[config.mk]
export PLATFORM = sky130hd
export DESIGN_NAME = trigger_sequencer
export DESIGN_NICKNAME = d
export VERILOG_FILES = /design/src/rtl/trg_pkg.sv /design/src/rtl/tick_downcounter.sv /design/src/rtl/trigger_sequencer.sv
export SDC_FILE = /design/constraint.sdc
export NUM_CORES = 1
export LEC_CHECK = 0
export BUFFER_PORTS_ARGS = -buffer_cell sky130_fd_sc_hd__buf_2
export CAP_MARGIN = 15
export CORE_MARGIN = 2
export CORE_UTILIZATION = 58
export DETAILED_ROUTE_END_ITERATION = 16
export PLACE_DENSITY = 0.85
export SYNTH_ARGS = -nofsm -noshare
export SYNTH_HDL_FRONTEND = slang
export SYNTH_SLANG_ARGS = --single-unit
[constraint.sdc]
create_clock -name clk -period 8.9 [get_ports clk]
set_clock_uncertainty 0.15 [all_clocks]
set_input_delay 0.89 -clock clk [delete_from_list [all_inputs] [get_ports clk]]
set_output_delay 0.89 -clock clk [all_outputs]
set_load 0.05 [all_outputs]
[src/rtl/trg_pkg.sv]
// trg_pkg: shared state type, trigger bit map and emission priority for the trigger sequencer.
package trg_pkg;
  typedef enum logic [1:0] {IDLE, CAL_WAIT, DEAD} state_t;
  localparam int TRG_W = 5;
  localparam int TRG_ROCRES = 0;
  localparam int TRG_TRIG = 1;
  localparam int TRG_CAL = 2;
  localparam int TRG_TBMRES = 3;
  localparam int TRG_SYNC = 4;
  localparam logic [TRG_W-1:0] TRG_RESETS = TRG_W'((1 << TRG_TBMRES) | (1 << TRG_ROCRES));
  localparam logic [TRG_W-1:0] TRG_AUTO = TRG_W'(1 << TRG_TRIG);
  function automatic logic [TRG_W-1:0] trg_pick(input logic [TRG_W-1:0] req);
    logic [TRG_W-1:0] r;
    r = '0;
    if (req[TRG_TBMRES]) r[TRG_TBMRES] = 1'b1;
    else if (req[TRG_ROCRES]) r[TRG_ROCRES] = 1'b1;
    else if (req[TRG_CAL]) r[TRG_CAL] = 1'b1;
    else if (req[TRG_TRIG]) r[TRG_TRIG] = 1'b1;
    else if (req[TRG_SYNC]) r[TRG_SYNC] = 1'b1;
    return r;
  endfunction
  function automatic logic [2:0] trg_popcount(input logic [TRG_W-1:0] v);
    return 3'($countones(v));
  endfunction
endpackage

[src/rtl/tick_downcounter.sv]
// tick_downcounter: 8-bit interval counter, load or decrement on clock enable, stops at zero.
module tick_downcounter (
  input  logic       clk,
  input  logic       reset,
  input  logic       en,
  input  logic       load,
  input  logic [7:0] load_val,
  output logic       zero
);
  logic [7:0] count;
  assign zero = count == '0;
  always_ff @(posedge clk) begin
    if (reset) count <= '0;
    else if (en) count <= load ? load_val : zero ? count : count - 8'd1;
  end
endmodule

[src/rtl/trigger_sequencer.sv]
// trigger_sequencer: arbitrates trigger requests per tick, enforces dead time and cal-to-trigger delay.
module trigger_sequencer
  import trg_pkg::*;
#(
  parameter int CNT_WIDTH = 32,
  parameter int LOST_WIDTH = 16
) (
  input  logic                  clk,
  input  logic                  reset,
  input  logic                  sync,
  input  logic [TRG_W-1:0]      trg_in,
  input  logic [7:0]            deadtime,
  input  logic [7:0]            cal_delay,
  input  logic                  count_clear,
  output logic [TRG_W-1:0]      trg_out,
  output logic                  busy,
  output logic [CNT_WIDTH-1:0]  trigger_count,
  output logic [LOST_WIDTH-1:0] lost_count
);
  state_t state_q, state_d;
  logic [TRG_W-1:0] emit;
  logic open, abort, accepted, load, cnt_zero;
  logic [7:0] load_val;
  logic [2:0] lost_inc;
  logic [LOST_WIDTH+2:0] lost_sum;
  logic [LOST_WIDTH-1:0] lost_next;
  tick_downcounter u_interval (
    .clk(clk),
    .reset(reset),
    .en(sync),
    .load(load),
    .load_val(load_val),
    .zero(cnt_zero)
  );
  // an expired DEAD interval behaves exactly like IDLE on the same tick
  always_comb begin
    open = state_q == IDLE || (state_q == DEAD && cnt_zero);
    abort = !open && |(trg_in & TRG_RESETS);
    emit = open ? trg_pick(trg_in) : abort ? trg_pick(trg_in & TRG_RESETS) :
           (state_q == CAL_WAIT && cnt_zero) ? TRG_AUTO : '0;
    accepted = open ? |trg_in : abort;
    lost_inc = trg_popcount(trg_in) - 3'(accepted);
    load = emit[TRG_CAL] | emit[TRG_TRIG] | emit[TRG_ROCRES] | emit[TRG_TBMRES];
    load_val = emit[TRG_CAL] ? cal_delay : deadtime;
    state_d = emit[TRG_CAL] ? CAL_WAIT : load ? (deadtime == '0 ? IDLE : DEAD) :
              open ? IDLE : state_q;
  end
  assign lost_sum = (LOST_WIDTH+3)'(lost_count) + (LOST_WIDTH+3)'(lost_inc);
  assign lost_next = |lost_sum[LOST_WIDTH+2:LOST_WIDTH] ? '1 : lost_sum[LOST_WIDTH-1:0];
  assign busy = state_q != IDLE;
  always_ff @(posedge clk) begin
    if (reset) begin
      state_q <= IDLE;
      trg_out <= '0;
    end else if (sync) begin
      state_q <= state_d;
      trg_out <= emit;
    end
  end
  always_ff @(posedge clk) begin
    if (reset || count_clear) begin
      trigger_count <= '0;
      lost_count <= '0;
    end else if (sync) begin
      trigger_count <= trigger_count + CNT_WIDTH'(emit[TRG_TRIG]);
      lost_count <= lost_next;
    end
  end
endmodule
======== After elaboration in Yosys (flattened, before gate mapping) ========
Index checks and enable logic that the tools add are counted.
operators by class
  $add $sub $neg .......................... 8
  equal/unequal tests ..................... 3
  muxes and demuxes ....................... 25
  bitwise gates (word level) .............. 3
  reduce and logical (&&, ||, !) cells .... 16
operators by type and width
  kind                                                                 number
  32-bit by 1-bit adder with 32-bit output                             1
  8-bit 2-to-1 mux                                                     3
  16-bit by 3-bit adder with 17-bit output                             1
  8-bit zero test                                                      2
  16-bit 2-to-1 mux                                                    1
  1-bit 2-to-1 mux                                                     12
  2-bit 2-to-1 mux                                                     6
  8-bit by 1-bit subtractor with 8-bit output (second input constant)  1
  5-bit 2-to-1 mux                                                     1
  5-bit OR reduction                                                   1
  1-bit by 1-bit adder with 2-bit output                               2
  4-bit 2-to-1 mux                                                     1
  2-bit AND reduction                                                  2
  2-bit by 2-bit adder with 3-bit output                               1
  3-bit by 1-bit adder with 3-bit output                               1
  1-bit logical AND                                                    3
  3-bit 2-to-1 mux                                                     1
  1-bit bitwise OR                                                     3
  3-bit nonzero test                                                   1
  3-bit OR reduction                                                   1
  3-bit by 1-bit subtractor with 3-bit output                          1
  2-bit by 1-bit == test with 1-bit output (second input constant)     1
  2-bit == test (second input constant)                                1
  2-bit zero test                                                      1
  5 further kinds                                                      6
storage, ports and cells
  bits in registers ....................... 63
  input bits .............................. 25
  output and inout port bits .............. 54

======== Depth between registers and ports, before layout ========
  word-level depth ........................ 12
  depth in mapped cells ................... 20
  mapped depth without buffers ............ 18

======== Hierarchy ========
From an unflattened synthesis, not the netlist that was laid out.
second synthesis, totals
  cells, all modules ...................... 422
  area total of the unflattened synthesis .. 3508.4 µm²
by module, submodules not included
  module             instances  cells an instance  area each (µm²)  seq. area each (µm²)
  trigger_sequencer  1          351                2962.8           1101.1
  tick_downcounter   1          71                 545.5            160.2

======== Least setup slack after synthesis ========
No wires, ideal clock.
  kind .................................... reg2reg
  start point ............................. register u_interval.count[0]
  end point ............................... register lost_count[14]
  arrival ................................. 4639 ps
  data required time ...................... 8680 ps
  path slack .............................. 4040 ps
  cell stages (with the launch flop) ...... 21
  path buffers ............................ 3
  period minus slack after synthesis ...... 4860 ps
  cells stage by stage .................... dfxtp_1 > inv_1 > ha_1 > or4b_1 > buf_6 > o31ai_4 > buf_4 > o21ai_0 > nand2_1 > ha_1 > fa_1 > fa_1 > inv_1 > fa_1 > inv_1 > fa_1 > nor2b_1 > nor2_1 > or4_1 > clkbuf_1 > a21oi_1
between the ends
  word-level cells in the longest chain between the ends .. 10
ends and longest elaborated chain
  element                                          line                     text
  from (decl)                                      tick_downcounter.sv:10   logic [7:0] count;
  from (signal assigned)                           tick_downcounter.sv:14   else if (en) count <= load ? load_val : zero ? count : count - 8'd1;
  8-bit zero test (*)                              tick_downcounter.sv:11   assign zero = count == '0;
  1-bit logical AND (*)                            trigger_sequencer.sv:37  open = state_q == IDLE || (state_q == DEAD && cnt_zero);
  1-bit logical OR (*)                             trigger_sequencer.sv:37
  1-bit zero test                                  trigger_sequencer.sv:38  abort = !open && |(trg_in & TRG_RESETS);
  1-bit logical AND                                trigger_sequencer.sv:38
  1-bit 2-to-1 mux (*)                             trigger_sequencer.sv:41  accepted = open ? |trg_in : abort;
  3-bit by 1-bit subtractor with 3-bit output (*)  trigger_sequencer.sv:42  lost_inc = trg_popcount(trg_in) - 3'(accepted);
  16-bit by 3-bit adder with 17-bit output (*)     trigger_sequencer.sv:48  assign lost_sum = (LOST_WIDTH+3)'(lost_count) + (LOST_WIDTH+3)'(lost_inc);
  3-bit OR reduction                               trigger_sequencer.sv:49  assign lost_next = |lost_sum[LOST_WIDTH+2:LOST_WIDTH] ? '1 : lost_sum[LOST_WIDTH-1:0];
  16-bit 2-to-1 mux (*)                            trigger_sequencer.sv:49
  to (signal assigned)                             trigger_sequencer.sv:66  lost_count <= lost_next;
  to (decl)                                        trigger_sequencer.sv:18  output logic [LOST_WIDTH-1:0] lost_count
Every way passes the cells marked *; elsewhere a longest branch is shown, timed or not.
A chain may end at the register's enable or synchronous reset.

======== Worst setup path in the final report ========
  start point ............................. register u_interval.count[0]
  end point ............................... register lost_count[15]
Same word-level chain as after synthesis.

==> impl_metrics.json <==
{
  "fmax_ghz": 0.172,
  "die_x_um": 81.7,
  "worst_r2r_endpoint": "lost_count[15]$_SDFFE_PP0P_",
  "remaining_drc_errors": 0,
  "post_synthesis_instance_area_mm2": 0.00350,
  "clock_tree.root_cell": "clkbuf_8",
  "drtPass1Iterations": 4,
  "complex_gate_fraction_of_the_synthesized_area_pct": 16.6,
  "cts_tree": "built",
  "switching_share_pct": 27.4,
  "synth_adder_area_share_pct": 4.79,
  "hold_end": "trg_out[2]$_SDFFE_PP0P_",
  "clock_power_share_pct": 38.9,
  "p_seq_share_pct": 47.1,
  "detail_route.wirelength_um": 8420,
  "grt_first_pass_wirelength_um": 13400,
  "floorplan.die_area_mm2": 0.00667,
  "worst_ep_required_time_ps": 9010,
  "timing.hold.ws_ps": 322,
  "final_cycle_share_pct": 65.4,
  "timing_hold_violations_final": 0,
  "cts_max_path_buffers": 2,
  "cts_repair_resizes": 0,
  "drive_above_1_share_pct": 21.7,
  "chip_height_um": 81.7,
  "timing.final.ws_setup_ps": 3080,
  "max_slew_headroom_at_the_worst_pin_pct": 41.7,
  "num_vias": 3350,
  "initial_core_util_pct": 59.5,
  "synth_edf_count": 0,
  "drtAntennaViolNets": 0,
  "cts_max_level": 3,
  "post_synth_num_cell_types": 49,
  "p_per_area_mw_per_mm2": 154,
  "cts_made_buffers": 9,
  "end_kind": "flop",
  "final_period_minus_worst_setup_slack_ps": 5820,
  "ff2ff_setup_slack_ps": 3080,
  "post-dp-hpwl_um": 5800,
  "max_cap_violations": 0,
  "status": "finished clean",
  "placeableCoreArea_mm2": 0.00589,
  "cp-start-kind": "flop",
  "synth_xor_area_share_pct": 9.01,
  "antenna_found_initial": 0,
  "rsz0062_at_grt": "no",
  "postSynth.asyncResetShare_pct": 0,
  "mappedNetlistNets": 459,
  "n_fill_cell": 494,
  "io_buffer_count": 78,
  "layout_commonest_cell": "buf_2",
  "clkSinkCount": 63,
  "hold_buf_cts": 0,
  "most-common-layout-cells": "buf_2, dfxtp_1, nor2_1",
  "worst_ir_drop_vdd_mv": 0.102,
  "synth-seq-cells": 63,
  "first_iteration_detailed_routing_drc_count": 154,
  "postCtsSetupBuffers": 0,
  "timing_worst_slew_pin_value_ps": 874,
  "tns_ps": 0,
  "synth_seq_area_share_pct": 36.0,
  "synth_warnings": 0,
  "wl_per_cell_um": 14.9,
  "crit_type": "flop to flop",
  "synth_area_per_cell_um2": 8.27,
  "cts.reportedPaths.clkPinSlew_ps": 70,
  "net-switching-power_mw": 0.170,
  "hp-class": "flop to flop",
  "leakage_nw": 1.56,
  "first_global_vias": 2984,
  "r2r_worst_path_depth": 18,
  "synth.area.mux_share_pct": 1.14,
  "design.final.nets": 522,
  "syn_to_final_growth_pct": 15.4,
  "cell_internal_pwr_mw": 0.451,
  "combinationalPowerShare_pct": 14.0,
  "row_count": 28,
  "groute.usage.overall_pct": 25.9,
  "final_max_slew_viol_count": 0,
  "antenna_cells": 0,
  "floorplan.io_pins": 79,
  "vias_per_cell": 5.94,
  "hold_depth": 2,
  "clkLatencyLatePin_ps": 340,
  "finalSetupViolations": 0,
  "gr-total-overflow": 0,
  "final_weighted_congestion_in_routability_driven_placement": 0.876,
  "pin_count_of_the_biggest_net_entering_global_routing": 46,
  "hold_path_startpoint": "trg_out[2]$_SDFFE_PP0P_",
  "worst_path_fanout_max": 24,
  "synth_top_family_by_area": "simple AND/OR/NAND/NOR gates",
  "r2r-start": "u_interval.count[0]$_SDFFE_PP0P_",
  "gate_count_post_synth": 423,
  "detailedPlace.worstSlack_ps": 3190,
  "ys.flop_type": "dfxtp_1",
  "yosys.area_share.simple_pct": 25.5,
  "critical_path_at_ps": 5930
}
-- cell type report --
cell class                 count  area, um2  area share (%)
tap                           75       93.8            2.32
sequential                    63       1260            31.2
inverter                      30        113            2.79
clock buffer                  10        138            3.41
timing repair buffer          78        390            9.66
clock inverter                 4       47.5            1.18
multi-input combinational    304       2000            49.4
-- power groups by stage --
stage	clock (mW)	sequential, mW	combinational, mW
3_3_place_gp	0	0.298	0.0819
5_1_grt	0.258	0.293	0.0966
4_1_cts	0.244	0.292	0.0863
3_5_place_dp	0	0.298	0.0855
2_1_floorplan	0	0.303	0.0638
6_report	0.242	0.292	0.0870
-- registers in the layout, indices dropped and copies added (netlist names) --
name              count
trg_out               5
trigger_count        32
lost_count           16
u_interval.count      8
state_q               2
-- worst max-delay path, cell delays in order (launching register included) --
cell	delay, ps
dfxtp_1	330
inv_1	70
ha_1	170
or4b_1	620
o31ai_4	700
o21ai_0	200
nand2_1	120
ha_1	240
fa_1	510
fa_1	170
inv_1	50
fa_1	500
inv_1	60
fa_1	420
nor2b_1	200
nor2_1	80
or4_1	720
and4_1	290
nor3_1	150
-- routing by layer --
layer | GRT usage (%) | vias to the layer above | share of wire (%)
met1 | 31.7 | 1571 | 43
met5 | 0 | - | 0
met4 | 11.0 | 0 | 2.0
met3 | 7.80 | 23 | 7.3
met2 | 42.2 | 123 | 48
li1 | - | 1633 | -
-- how the worst max path moves through the flow --
| stage | start | endpoint | cells after the start |
|---|---|---|---|
| final | u_interval.count[0]$_SDFFE_PP0P_ | lost_count[15]$_SDFFE_PP0P_ | 18 |
| after floorplan | u_interval.count[0]$_SDFFE_PP0P_ | lost_count[14]$_SDFFE_PP0P_ | 20 |
| after global routing | u_interval.count[0]$_SDFFE_PP0P_ | lost_count[15]$_SDFFE_PP0P_ | 18 |
| after CTS | u_interval.count[0]$_SDFFE_PP0P_ | lost_count[15]$_SDFFE_PP0P_ | 18 |
| after global placement | u_interval.count[0]$_SDFFE_PP0P_ | lost_count[15]$_SDFFE_PP0P_ | 18 |
| after detailed placement | u_interval.count[0]$_SDFFE_PP0P_ | lost_count[15]$_SDFFE_PP0P_ | 18 |
-- kinds of logic after synthesis --
group / Yosys count
buffers and inverters: 56
multiplexers: 4
AND/OR/NAND/NOR: 168
adder cells (fa/ha/maj): 11
XOR/XNOR: 36
AO/OA/AOI/OAI: 85
flip-flops: 63
-- per-stage QoR --
step	utilization [%]	area (um2)	cells	power (mW)
4_1_cts	68.6	4040	564	0.623
6_report	68.6	4040	564	0.621
5_1_grt	68.6	4040	564	0.648
3_5_place_dp	65.5	3850	550	0.384
3_3_place_gp	65.5	3850	550	0.380
2_1_floorplan	-	3500	423	0.367
-- synthesized netlist by cell type, types with 8 or more instances --
master / instances / area [um2]
nand3_1: 15 / 75.1
or3_1: 8 / 50.1
nor2_1: 45 / 169
xnor2_1: 29 / 254
nor4_1: 14 / 87.6
dfxtp_1: 63 / 1260
nor3_1: 15 / 75.1
o21ai_0: 11 / 55.1
and3_1: 9 / 56.3
a21oi_1: 25 / 125
inv_1: 29 / 109
or4_1: 8 / 60.1
nand4_1: 8 / 50.1
nand2_1: 25 / 93.8
clkbuf_1: 18 / 67.6
a31oi_1: 10 / 62.6
Note: power is estimated with default switching activity, not from simulation.
